[src/rtl/mano_pkg.sv]
// ---------------------------------------------------------------------------
// mano_pkg : shared constants and IR field helpers for the Mano sequencer.
// Revision : 1.0
// ---------------------------------------------------------------------------
`default_nettype none

package mano_pkg;

  // PHASE output encoding
  localparam logic [1:0] PH_FETCH  = 2'd0;
  localparam logic [1:0] PH_DECODE = 2'd1;
  localparam logic [1:0] PH_EXEC   = 2'd2;
  localparam logic [1:0] PH_INTR   = 2'd3;

  // Sequence-count index of the decode cycle and of the first execute cycle
  localparam int DEC_IDX = 2;
  localparam int EXE_IDX = 3;

  // Position of the indirect bit I (MSB of the IR)
  function automatic int ind_bit(input int ir_w);
    return ir_w - 1;
  endfunction

  // Top bit of the opcode field, directly below I
  function automatic int opc_msb(input int ir_w);
    return ir_w - 2;
  endfunction

  // Bottom bit of the opcode field
  function automatic int opc_lsb(input int ir_w, input int opc_w);
    return ir_w - 1 - opc_w;
  endfunction

endpackage

`default_nettype wire

[src/rtl/mano_onehot_dec.sv]
// ---------------------------------------------------------------------------
// mano_onehot_dec : binary to one-hot decoder with enable.
//                   Output is all zeros when disabled.
// Revision : 1.0
// ---------------------------------------------------------------------------
`default_nettype none

module mano_onehot_dec #(
  parameter int N_W = 3
) (
  input  logic [N_W-1:0]      bin_i,
  input  logic                en_i,
  output logic [2**N_W-1:0]   onehot_o
);

  // Set the single bit selected by bin_i when enabled
  always_comb begin
    onehot_o = '0;
    if (en_i) begin
      onehot_o[bin_i] = 1'b1;
    end
  end

endmodule

`default_nettype wire

[src/rtl/mano_seq_ctrl.sv]
// ---------------------------------------------------------------------------
// mano_seq_ctrl : Mano basic-computer control sequencer. Sequence counter,
//                 timing decode T, registered opcode decode D / indirect bit I,
//                 run flip-flop S, sticky overrun flag and phase reporting.
//                 Build option MANO_INTR_EN enables the interrupt cycle
//                 (R / IEN); without it R and IEN stay 0.
//                 SC_W must be at least 2 so that T2 exists.
// Revision : 1.0
// ---------------------------------------------------------------------------
`default_nettype none

module mano_seq_ctrl
  import mano_pkg::*;
#(
  parameter int IR_W      = 8,
  parameter int OPC_W     = 3,
  parameter int SC_W      = 3,
  parameter bit START_RUN = 1'b1
) (
  input  logic                  clk_i,
  input  logic                  rst_ni,
  input  logic [IR_W-1:0]       ir_i,
  input  logic                  sc_clr_i,
  input  logic                  hlt_i,
  input  logic                  start_i,
  input  logic                  ion_i,
  input  logic                  iof_i,
  input  logic                  fgi_i,
  input  logic                  fgo_i,
  output logic [2**SC_W-1:0]    t_o,
  output logic [2**OPC_W-1:0]   d_o,
  output logic                  i_o,
  output logic                  s_o,
  output logic                  r_o,
  output logic                  ien_o,
  output logic [1:0]            phase_o,
  output logic [SC_W-1:0]       sc_o,
  output logic                  sc_err_o
);

  localparam int D_N     = 2**OPC_W;
  localparam int IND_BIT = ind_bit(IR_W);
  localparam int OPC_MSB = opc_msb(IR_W);

  localparam logic [SC_W-1:0] SC_MAX   = '1;
  localparam logic [SC_W-1:0] SC_DEC   = SC_W'(DEC_IDX);
  localparam logic [SC_W-1:0] SC_EXE   = SC_W'(EXE_IDX);
  localparam logic [SC_W-1:0] SC_FETCH = SC_W'(1);

  logic [SC_W-1:0]  sc_q,  sc_d;
  logic             s_q,   s_d;
  logic             r_q,   r_d;
  logic             ien_q, ien_d;
  logic [D_N-1:0]   d_q,   d_d;
  logic             i_q,   i_d;
  logic             err_q, err_d;

  logic [OPC_W-1:0] opc;
  logic [D_N-1:0]   d_dec;

  assign opc = ir_i[OPC_MSB -: OPC_W];

  // Timing signals: one-hot of SC, blanked while halted
  mano_onehot_dec #(.N_W(SC_W)) u_t_dec (
    .bin_i    (sc_q),
    .en_i     (s_q),
    .onehot_o (t_o)
  );

  // Opcode decode feeding the D register
  mano_onehot_dec #(.N_W(OPC_W)) u_d_dec (
    .bin_i    (opc),
    .en_i     (1'b1),
    .onehot_o (d_dec)
  );

  // Only the I bit and opcode field of the IR are consumed here
  logic unused_ir;
  assign unused_ir = ^ir_i;

`ifndef MANO_INTR_EN
  logic unused_intr;
  assign unused_intr = ^{ion_i, iof_i, fgi_i, fgo_i};
`endif

  // Next-state logic for counter, run control, decode and interrupt cycle
  always_comb begin
    sc_d  = sc_q;
    s_d   = s_q;
    r_d   = r_q;
    ien_d = ien_q;
    d_d   = d_q;
    i_d   = i_q;
    err_d = err_q;

    if (s_q) begin
      // Capture the instruction on the T2 edge of a normal (non-interrupt) cycle
      if ((sc_q == SC_DEC) && !r_q) begin
        d_d = d_dec;
        i_d = ir_i[IND_BIT];
      end

      if (hlt_i) begin
        s_d  = 1'b0;
        sc_d = '0;
      end else if (r_q && (sc_q == SC_DEC)) begin
        sc_d = '0;
      end else if (sc_clr_i && !r_q) begin
        sc_d = '0;
      end else if (sc_q == SC_MAX) begin
        sc_d  = '0;
        err_d = 1'b1;
      end else begin
        sc_d = sc_q + 1'b1;
      end

`ifdef MANO_INTR_EN
      if (ion_i) ien_d = 1'b1;
      if (iof_i) ien_d = 1'b0;

      // Request the interrupt cycle during execute; it starts after SC returns to 0
      if (!r_q && !hlt_i && (sc_q >= SC_EXE) && ien_q && (fgi_i || fgo_i)) begin
        r_d = 1'b1;
      end

      // End of interrupt cycle at R.T2; overrides any ION this cycle
      if (r_q && (sc_q == SC_DEC)) begin
        r_d   = 1'b0;
        ien_d = 1'b0;
      end
`endif
    end else begin
      sc_d = '0;
      if (start_i && !hlt_i) begin
        s_d = 1'b1;
      end
    end
  end

  // State registers with asynchronous reset
  always_ff @(posedge clk_i or negedge rst_ni) begin
    if (!rst_ni) begin
      sc_q  <= '0;
      s_q   <= START_RUN;
      r_q   <= 1'b0;
      ien_q <= 1'b0;
      d_q   <= '0;
      i_q   <= 1'b0;
      err_q <= 1'b0;
    end else begin
      sc_q  <= sc_d;
      s_q   <= s_d;
      r_q   <= r_d;
      ien_q <= ien_d;
      d_q   <= d_d;
      i_q   <= i_d;
      err_q <= err_d;
    end
  end

  // Phase reporting straight from SC and R
  always_comb begin
    if (r_q) begin
      phase_o = PH_INTR;
    end else if (sc_q <= SC_FETCH) begin
      phase_o = PH_FETCH;
    end else if (sc_q == SC_DEC) begin
      phase_o = PH_DECODE;
    end else begin
      phase_o = PH_EXEC;
    end
  end

  assign d_o      = d_q;
  assign i_o      = i_q;
  assign s_o      = s_q;
  assign r_o      = r_q;
  assign ien_o    = ien_q;
  assign sc_o     = sc_q;
  assign sc_err_o = err_q;

endmodule

`default_nettype wire

[config.mk]
export PLATFORM = sky130hd
export DESIGN_NAME = mano_seq_ctrl
export DESIGN_NICKNAME = d
export VERILOG_FILES = /design/src/rtl/mano_pkg.sv /design/src/rtl/mano_onehot_dec.sv /design/src/rtl/mano_seq_ctrl.sv
export SDC_FILE = /design/constraint.sdc
export NUM_CORES = 1
export LEC_CHECK = 0
export CORE_UTILIZATION = 35
export CTS_BUF_LIST = sky130_fd_sc_hd__clkbuf_2
export DETAILED_ROUTE_END_ITERATION = 6
export GPL_ROUTABILITY_DRIVEN = 0
export PLACE_DENSITY = 0.73
export SKIP_CTS_REPAIR_TIMING = 1
export SYNTH_ARGS = -nofsm -noshare
export SYNTH_HDL_FRONTEND = slang
export SYNTH_HIERARCHICAL = 1
export SYNTH_SLANG_ARGS = --single-unit
[constraint.sdc]
create_clock -name clk_i -period 1.7 [get_ports clk_i]
set_input_delay 0.34 -clock clk_i [delete_from_list [all_inputs] [get_ports clk_i]]
set_output_delay 0.34 -clock clk_i [all_outputs]
set_load 0.01 [all_outputs]
==> results of run 1 <==
placed cells by master, fill, tap and decap left out:
cell type         n
clkdlybuf4s50_1  19
dfrtp_1          12
conb_1           10
buf_4             8
mux2_1            7
clkbuf_2          6
dlymetal6s2s_1    6
buf_6             5
and4b_2           5
and4bb_2          4
buf_2             3
inv_1             2
nor3_1            2
a21o_1            2
nor2_1            2
mux2_2            2
ha_1              2
and4bb_1          2
nor4b_2           2
and4_2            2
nor3b_1           1
or3b_1            1
nor3b_2           1
and2_1            1
nand3b_4          1
ha_2              1
dfstp_2           1
dfrtp_2           1
and4b_1           1
logic make-up after synthesis:
group                      synth area share
AOI/OAI and AO/OA                    0.0188
adders and majority gates            0.0470
buffers and inverters                0.0282
DFF                                   0.440
muxes                                 0.127
other                               0.00939
and+or+nand+nor                       0.330
power by group:
group / internal [uW] / total [uW] / switching, uW
Combinational: 62.2 / 106 / 44.0
Clock: 62.4 / 158 / 95.6
Sequential: 344 / 350 / 6.09
Total: 469 / 614 / 146
worst min-delay path by stage:
stage	startpoint	endpoint	depth (start not counted)
finish	rst_ni	sc_o[0]	2
global route	rst_ni	d_o[2]	2
detailed placement	sc_err_o	sc_err_o	1
global placement	sc_err_o	sc_err_o	1
floorplan	rst_ni	d_o[0]	0
CTS	rst_ni	sc_o[1]	2
state kept, by name, indices dropped and copies added, names as in the netlist:
name and count:
sc_err_o 1, sc_o 3, i_o 1, d_o 8, s_o 1
final cells by class:
| type | instances | share of cell area |
|---|---|---|
| sequential | 14 | 0.276 |
| multi-input combinational | 49 | 0.358 |
| clock buffer | 4 | 0.0157 |
| inverter | 2 | 0.00587 |
| timing repair buffer | 43 | 0.318 |
| tap | 27 | 0.0264 |
per-layer routing:
metal,GRT usage,vias up,part of all wire
met2,0.252,19,0.51
met1,0.192,316,0.44
met3,0.0648,0,0.053
li1,-,325,-
met5,0,-,0
met4,0.00476,0,0
through the flow:
stage | TNS [ps] | cells
global placement | -10.3 | 130
detailed placement | -83.7 | 130
finish | 0 | 139
floorplan | 0 | 67
global route | -200 | 139
CTS | -3460 | 134
==> results.json, run 1 <==
{
  "outcome": "finished, final reports clean",
  "avgViaCountPerCell": 4.75,
  "timing.rr.end": "d_o[0]",
  "finalPower_uw": 614,
  "ys_seq_area_frac": 0.440,
  "preCtsSetupSlack_ps": -42.1,
  "design.die.area_um2": 2480,
  "drive_gt1_frac": 0.375,
  "grt_pass1_vias": 631,
  "synth-seq-cells": 14,
  "rows": 16,
  "slowest_stage": "dfrtp_1",
  "wl_per_cell_um": 12.1,
  "yosys-top-cells-count": "dfrtp_1 (13), mux2_1 (7), and4b_2 (5), and4bb_2 (4), ha_1 (3)",
  "critPathTopFamily": "flip-flops",
  "dp_hpwl_mm": 1.25,
  "yosysWarnings": 6,
  "whs_ps": 359,
  "cp_max_fo": 2,
  "crit_path_frequent_cell": "inv_1",
  "cp_data_required_time_ps": 1360,
  "worstPathArrival_ps": 1330,
  "root_buffer": "clkbuf_2",
  "crit_end": "phase_o[0]",
  "syn_to_final_growth_pct": 59.9,
  "synth_area_leaders": "dfrtp_1 (41%), mux2_1 (9.9%), and4b_2 (7.0%)",
  "drt_iter0_markers": 1,
  "chipWidth_um": 49.8,
  "yosys.area.top_type_share": 0.407,
  "cts_tree": "yes",
  "drv_cap": 0,
  "cp-end-kind": "primary output",
  "totalWireLength_mm": 1.69,
  "grt.total_usage": 0.152,
  "fill_cells": 175,
  "drtAntennaViolNets": 0,
  "reg2reg_slack_ps": 250,
  "first_pass_iters": 3,
  "cpPeakStageDelay_ps": 410,
  "multi_input_area_um2": 458,
  "syn_avg_cell_area_um2": 13.6,
  "drv_slew": 0,
  "timing.critical_path.from": "sc_o[0]",
  "r2r_cells": 4,
  "clk_pin_slew_ps": 130,
  "clk_path_buf_depth": 2,
  "drc": 0,
  "period_minus_slack_ps": 1670,
  "ir_drop_mv": 0.583,
  "finalNetCount": 133,
  "synth-edff-count": 0,
  "p_leak_uw": 0.000750,
  "synth_ff_type": "dfrtp_1",
  "place_area_um2": 1210,
  "seq_area_um2": 353,
  "fmax_mhz": 600,
  "rsz0062_at_grt": "true",
  "antenna_found_initial": 0,
  "period_share": 0.981,
  "fin_util": 0.620,
  "start_util": 0.388,
  "powerDensity_nw_per_um2": 480,
  "skew_ps": 11.8,
  "numPortBuffers": 32,
  "htreeDepth": 1,
  "cp_num_buf_inv": 3,
  "io_pins": 43,
  "synth.most_common_cell": "dfrtp_1",
  "cts.sinks": 14,
  "finalSetupViolCount": 0,
  "core_area_um2": 2060,
  "reg2reg_from": "s_o",
  "grt_max_degree": 15,
  "min_path_type": "input port to asynchronous set/reset pin",
  "antennaDiodeCount": 0,
  "startpoint_type": "register",
  "grt_overflow": 0,
  "clkLatencyLatePin_ps": 270,
  "die_y_um": 49.8,
  "synth_top_area_cell": "dfrtp_1",
  "setup_slack_ps": 32.2,
  "cp.depth": 5,
  "grt_pass1_wl_mm": 2.88,
  "critPathKind": "register to primary output",
  "crit_chain": "inv_1 -> ha_2 -> inv_1 -> nor3b_1 -> dlymetal6s2s_1",
  "synth.cell_area_um2": 800,
  "vias": 660,
  "async_flop_share": 1.00,
  "fin_area_um2": 1280,
  "hold_viol": 0,
  "numCtsBuffers": 3,
  "syn-instance-count": 59,
  "synthDistinctLibCells": 22
}
Note: power is estimated with default switching activity, not from simulation.
==> inputs of run 2 (changes only) <==
==> constraint.sdc (replaced) <==
create_clock -name clk_i -period 1.7 [get_ports clk_i]
set_input_delay 0.255 -clock clk_i [delete_from_list [all_inputs] [get_ports clk_i]]
set_output_delay 0.255 -clock clk_i [all_outputs]
set_load 0.01 [all_outputs]
==> run 2 against run 1 <==
Compared with the run above:
- flip-flop and latch count did not move
- final cell count fell by 3.6%
- critical path depth fell by 1
- hold slack improved by 0.71 ps
- global-route usage fell by 0.86 points
- clock skew fell by 6.8 ps
- largest cell class unchanged
- largest power group unchanged
==> results.json, run 2 (synthesis results as in run 1) <==
{
  "outcome": "finished, final reports clean",
  "design.die.area_um2": 2480,
  "r2r_cells": 5,
  "grt_max_degree": 15,
  "totalWireLength_mm": 1.67,
  "final_common_cell": "clkdlybuf4s50_1",
  "finalNetCount": 128,
  "reg2reg_slack_ps": 140,
  "cts_tree": "yes",
  "start_util": 0.388,
  "finalPower_uw": 611,
  "wl_met2_um": 764,
  "ir_drop_mv": 0.577,
  "core_area_um2": 2060,
  "cp_max_fo": 6,
  "numPortBuffers": 32,
  "worstPathArrival_ps": 1410,
  "cts.sinks": 14,
  "startpoint_type": "register",
  "die_y_um": 49.8,
  "cp_data_required_time_ps": 1440,
  "drt_iter0_markers": 1,
  "grt_pass1_vias": 565,
  "wl_per_cell_um": 12.4,
  "fin_area_um2": 1270,
  "syn_to_final_growth_pct": 59.2,
  "drive_gt1_frac": 0.271,
  "timing.rr.end": "sc_o[0]",
  "critPathKind": "register to primary output",
  "p_clk_frac": 0.254,
  "avgViaCountPerCell": 4.52,
  "preCtsSetupSlack_ps": 65.9,
  "grt.total_usage": 0.143,
  "p_int_uw": 456,
  "antennaDiodeCount": 0,
  "finalSetupViolCount": 0,
  "p_leak_uw": 0.000818,
  "clk_pin_slew_ps": 140,
  "clk_path_buf_depth": 2,
  "drc": 0,
  "drv_cap": 0,
  "powerDensity_nw_per_um2": 480,
  "largest_reg_flops": 8,
  "htreeDepth": 1,
  "clkLatencyLatePin_ps": 270,
  "fmax_mhz": 600,
  "root_buffer": "clkbuf_2",
  "chipWidth_um": 49.8,
  "cp-end-kind": "primary output",
  "hold_viol": 0,
  "grt_overflow": 0,
  "switching_share": 0.254,
  "worstMarginPinSlew_ps": 639,
  "rsz0062_at_grt": "true",
  "p_sw_uw": 155,
  "dr_wl_met3_um": 59,
  "drtAntennaViolNets": 0,
  "period_share": 0.980,
  "setup_slack_ps": 33.2,
  "io_pins": 43,
  "combinationalPowerShare": 0.172,
  "rows": 16,
  "drv_slew": 0,
  "place_area_um2": 1200,
  "period_minus_slack_ps": 1670,
  "reg2reg_from": "s_o",
  "power_frac_seq": 0.574,
  "skew_ps": 5.04,
  "fin_util": 0.617,
  "vias": 606,
  "min_path_type": "input port to asynchronous set/reset pin",
  "antenna_found_initial": 0,
  "first_pass_iters": 4,
  "layout_common_cells": "clkdlybuf4s50_1 (19), dfrtp_1 (12), dlymetal6s2s_1 (12), conb_1 (10), mux2_1 (7)",
  "dp_hpwl_mm": 1.21,
  "highest_layer": "met4",
  "relSlewSlack": 0.573,
  "wl_met1_um": 822,
  "numCtsBuffers": 3,
  "grt_pass1_wl_mm": 2.72
}
## run 2: changes by cell type in the layout (fill, tap and decap cells not counted)
cell,before,now
buf_2,3,0
buf_4,8,4
buf_6,5,3
clkbuf_2,6,3
clkinv_1,0,1
dlymetal6s2s_1,6,12
ha_1,2,3
ha_2,1,0
## run 2: worst max path at each step
stage	startpoint	to	slack, ps	cells after the start
finish	s_o	t_o[1]	30	4
detailed placement	sc_o[0]	phase_o[0]	70	5
CTS	sc_o[0]	phase_o[0]	-270	5
global route	s_o	t_o[1]	-40	4
global placement	sc_o[0]	phase_o[0]	80	5
floorplan	sc_o[1]	phase_o[0]	270	3
## run 2: stage by stage
| step | TNS (ps) | std cells | hold WS (ps) |
|---|---|---|---|
| 6_report | 0 | 134 | 360 |
| 2_1_floorplan | 0 | 67 | -40.6 |
| 3_3_place_gp | 0 | 128 | 446 |
| 4_1_cts | -2380 | 132 | 370 |
| 3_5_place_dp | 0 | 128 | 478 |
| 5_1_grt | -39.0 | 134 | 392 |
## run 2: area by class of cell
cell class / count / area (um^2)
clock buffer: 3 / 15.0
clock inverter: 1 / 3.75
fill: 160 / 790
inverter: 2 / 7.51
multi-input combinational: 49 / 455
sequential: 14 / 353
tap: 27 / 33.8
timing repair buffer: 38 / 404
## run 2: layer usage
layer | up-vias | track usage
li1 | 310 | -
met1 | 277 | 0.196
met2 | 17 | 0.218
met3 | 2 | 0.0586
met4 | 0 | 0.0143
met5 | - | 0
## run 2: critical path: stages (launching register included)
cell      delay, ps
dfstp_2         610
buf_6           130
buf_6            90
and4bb_2        220
buf_6           100
## run 2: power by group through the flow
stage | clock [uW] | sequential, uW | combinational, uW
3_5_place_dp | 0 | 358 | 97.5
5_1_grt | 186 | 352 | 114
2_1_floorplan | 0 | 365 | 28.7
4_1_cts | 165 | 352 | 97.7
3_3_place_gp | 0 | 357 | 95.2
6_report | 155 | 351 | 105
==> inputs of run 3 (changes only) <==
- clock period: 1.7 -> 1.9 ns (I/O delays scaled with it)
==> run 3 against run 2 <==
Compared with the run above:
- total power shrank 12%
- hold slack better by 9.4 ps
- clock skew rose by 6.4 ps
- non-clock buffer count shrank 2
- combinational power is 17% lower
- die area unchanged
- clock-buffer cell count unchanged
- cell area decreased by 2.1%
- sequential power fell by 10%
- critical endpoint is now s_o
- largest power group unchanged
==> results.json, run 3 (synthesis results as in run 1) <==
{
  "drv_cap": 0,
  "worstPathArrival_ps": 1500,
  "highest_layer": "met3",
  "hold_viol": 0,
  "cp_num_buf_inv": 1,
  "crit_chain": "clkdlybuf4s50_1",
  "reg2reg_from": "s_o",
  "cts_tree": "yes",
  "drc": 0,
  "clk_path_buf_depth": 2,
  "wl_met1_um": 767,
  "cp_max_fo": 12,
  "numCtsBuffers": 3,
  "period_share": 0.937,
  "grt.total_usage": 0.145,
  "start_util": 0.388,
  "startpoint_type": "register",
  "die_y_um": 49.8,
  "setup_slack_ps": 120,
  "drt_iter0_markers": 6,
  "totalWireLength_mm": 1.63,
  "finalSetupViolCount": 0,
  "preCtsSetupSlack_ps": 151,
  "wl_met2_um": 791,
  "p_leak_uw": 0.000772,
  "grt_max_degree": 15,
  "drtAntennaViolNets": 0,
  "first_pass_iters": 3,
  "antenna_found_initial": 0,
  "fin_setup_tns_ps": 0,
  "cp_data_required_time_ps": 1620,
  "htreeDepth": 1,
  "critPathTopFamily": "flip-flops",
  "io_pins": 43,
  "clkLatencyLatePin_ps": 270,
  "grt_overflow": 0,
  "skew_ps": 11.4,
  "clk_pin_slew_ps": 130,
  "numPortBuffers": 32,
  "avgViaCountPerCell": 4.67,
  "grt_pass1_vias": 577,
  "dr_wl_met3_um": 70,
  "timing.rr.end": "d_o[5]",
  "timing.critical_path.from": "s_o",
  "wl_per_cell_um": 12.3,
  "cpPeakStageDelay_ps": 650,
  "root_buffer": "clkbuf_2",
  "worstMarginPinSlew_ps": 597,
  "relSlewSlack": 0.601,
  "cp-end-kind": "primary output",
  "layout_common_cells": "clkdlybuf4s50_1 (22), dfrtp_1 (12), conb_1 (10), dlymetal6s2s_1 (10), mux2_1 (7)",
  "syn_to_final_growth_pct": 55.9,
  "cts.sinks": 14,
  "reg2reg_slack_ps": 490,
  "final_common_cell": "clkdlybuf4s50_1",
  "crit_end": "s_o",
  "rows": 16,
  "largest_reg_flops": 8,
  "drv_slew": 0,
  "core_area_um2": 2060,
  "dp_hpwl_mm": 1.22,
  "period_minus_slack_ps": 1780,
  "min_path_type": "input port to asynchronous set/reset pin",
  "design.die.area_um2": 2480,
  "grt_pass1_wl_mm": 2.79,
  "drive_gt1_frac": 0.257,
  "outcome": "finished, final reports clean",
  "powerDensity_nw_per_um2": 431,
  "fmax_mhz": 562,
  "vias": 616,
  "critPathKind": "register to primary output",
  "ir_drop_mv": 0.461,
  "antennaDiodeCount": 0,
  "cp.depth": 1,
  "slowest_stage": "dfstp_2",
  "finalNetCount": 126,
  "r2r_cells": 3,
  "chipWidth_um": 49.8,
  "rsz0062_at_grt": "false"
}
[run 3: where the power goes]
part	internal [uW]	switching, uW
Clock	45.7	89.3
Sequential	308	7.46
Combinational	51.0	36.2
Total	405	133
[run 3: routing by layer]
layer | global-route usage | vias to the layer above
li1 | - | 309
met1 | 0.201 | 290
met2 | 0.232 | 17
met3 | 0.0494 | 0
met4 | 0 | 0
met5 | 0 | -
[run 3: through the flow]
step                      instances  total power (uW)  utilization  hold slack [ps]  cell area (um^2)
after CTS                       130               546        0.583              388              1200
after global routing            132               571        0.604              415              1250
final                           132               538        0.604              369              1250
after detailed placement        126               405        0.574              448              1180
after global placement          126               402        0.574              446              1180
after floorplan                  67               352            -            -10.6               830
[run 3: worst min path at each step]
stage / startpoint / cells past startpoint / slack (ps) / end
after CTS: rst_ni / 1 / 390 / d_o[0]
after global placement: sc_err_o / 1 / 450 / sc_err_o
after floorplan: rst_ni / 0 / -10 / d_o[0]
after global routing: rst_ni / 1 / 410 / d_o[0]
final: rst_ni / 1 / 370 / d_o[0]
after detailed placement: sc_err_o / 1 / 450 / sc_err_o
[run 3: area by class of cell]
cell class	count	area, um^2
Fill cell	173	816
Clock inverter	1	3.75
Multi-Input combinational cell	49	458
Sequential cell	14	353
Inverter	2	7.51
Tap cell	27	33.8
Timing Repair Buffer	36	375
Clock buffer	3	15.0
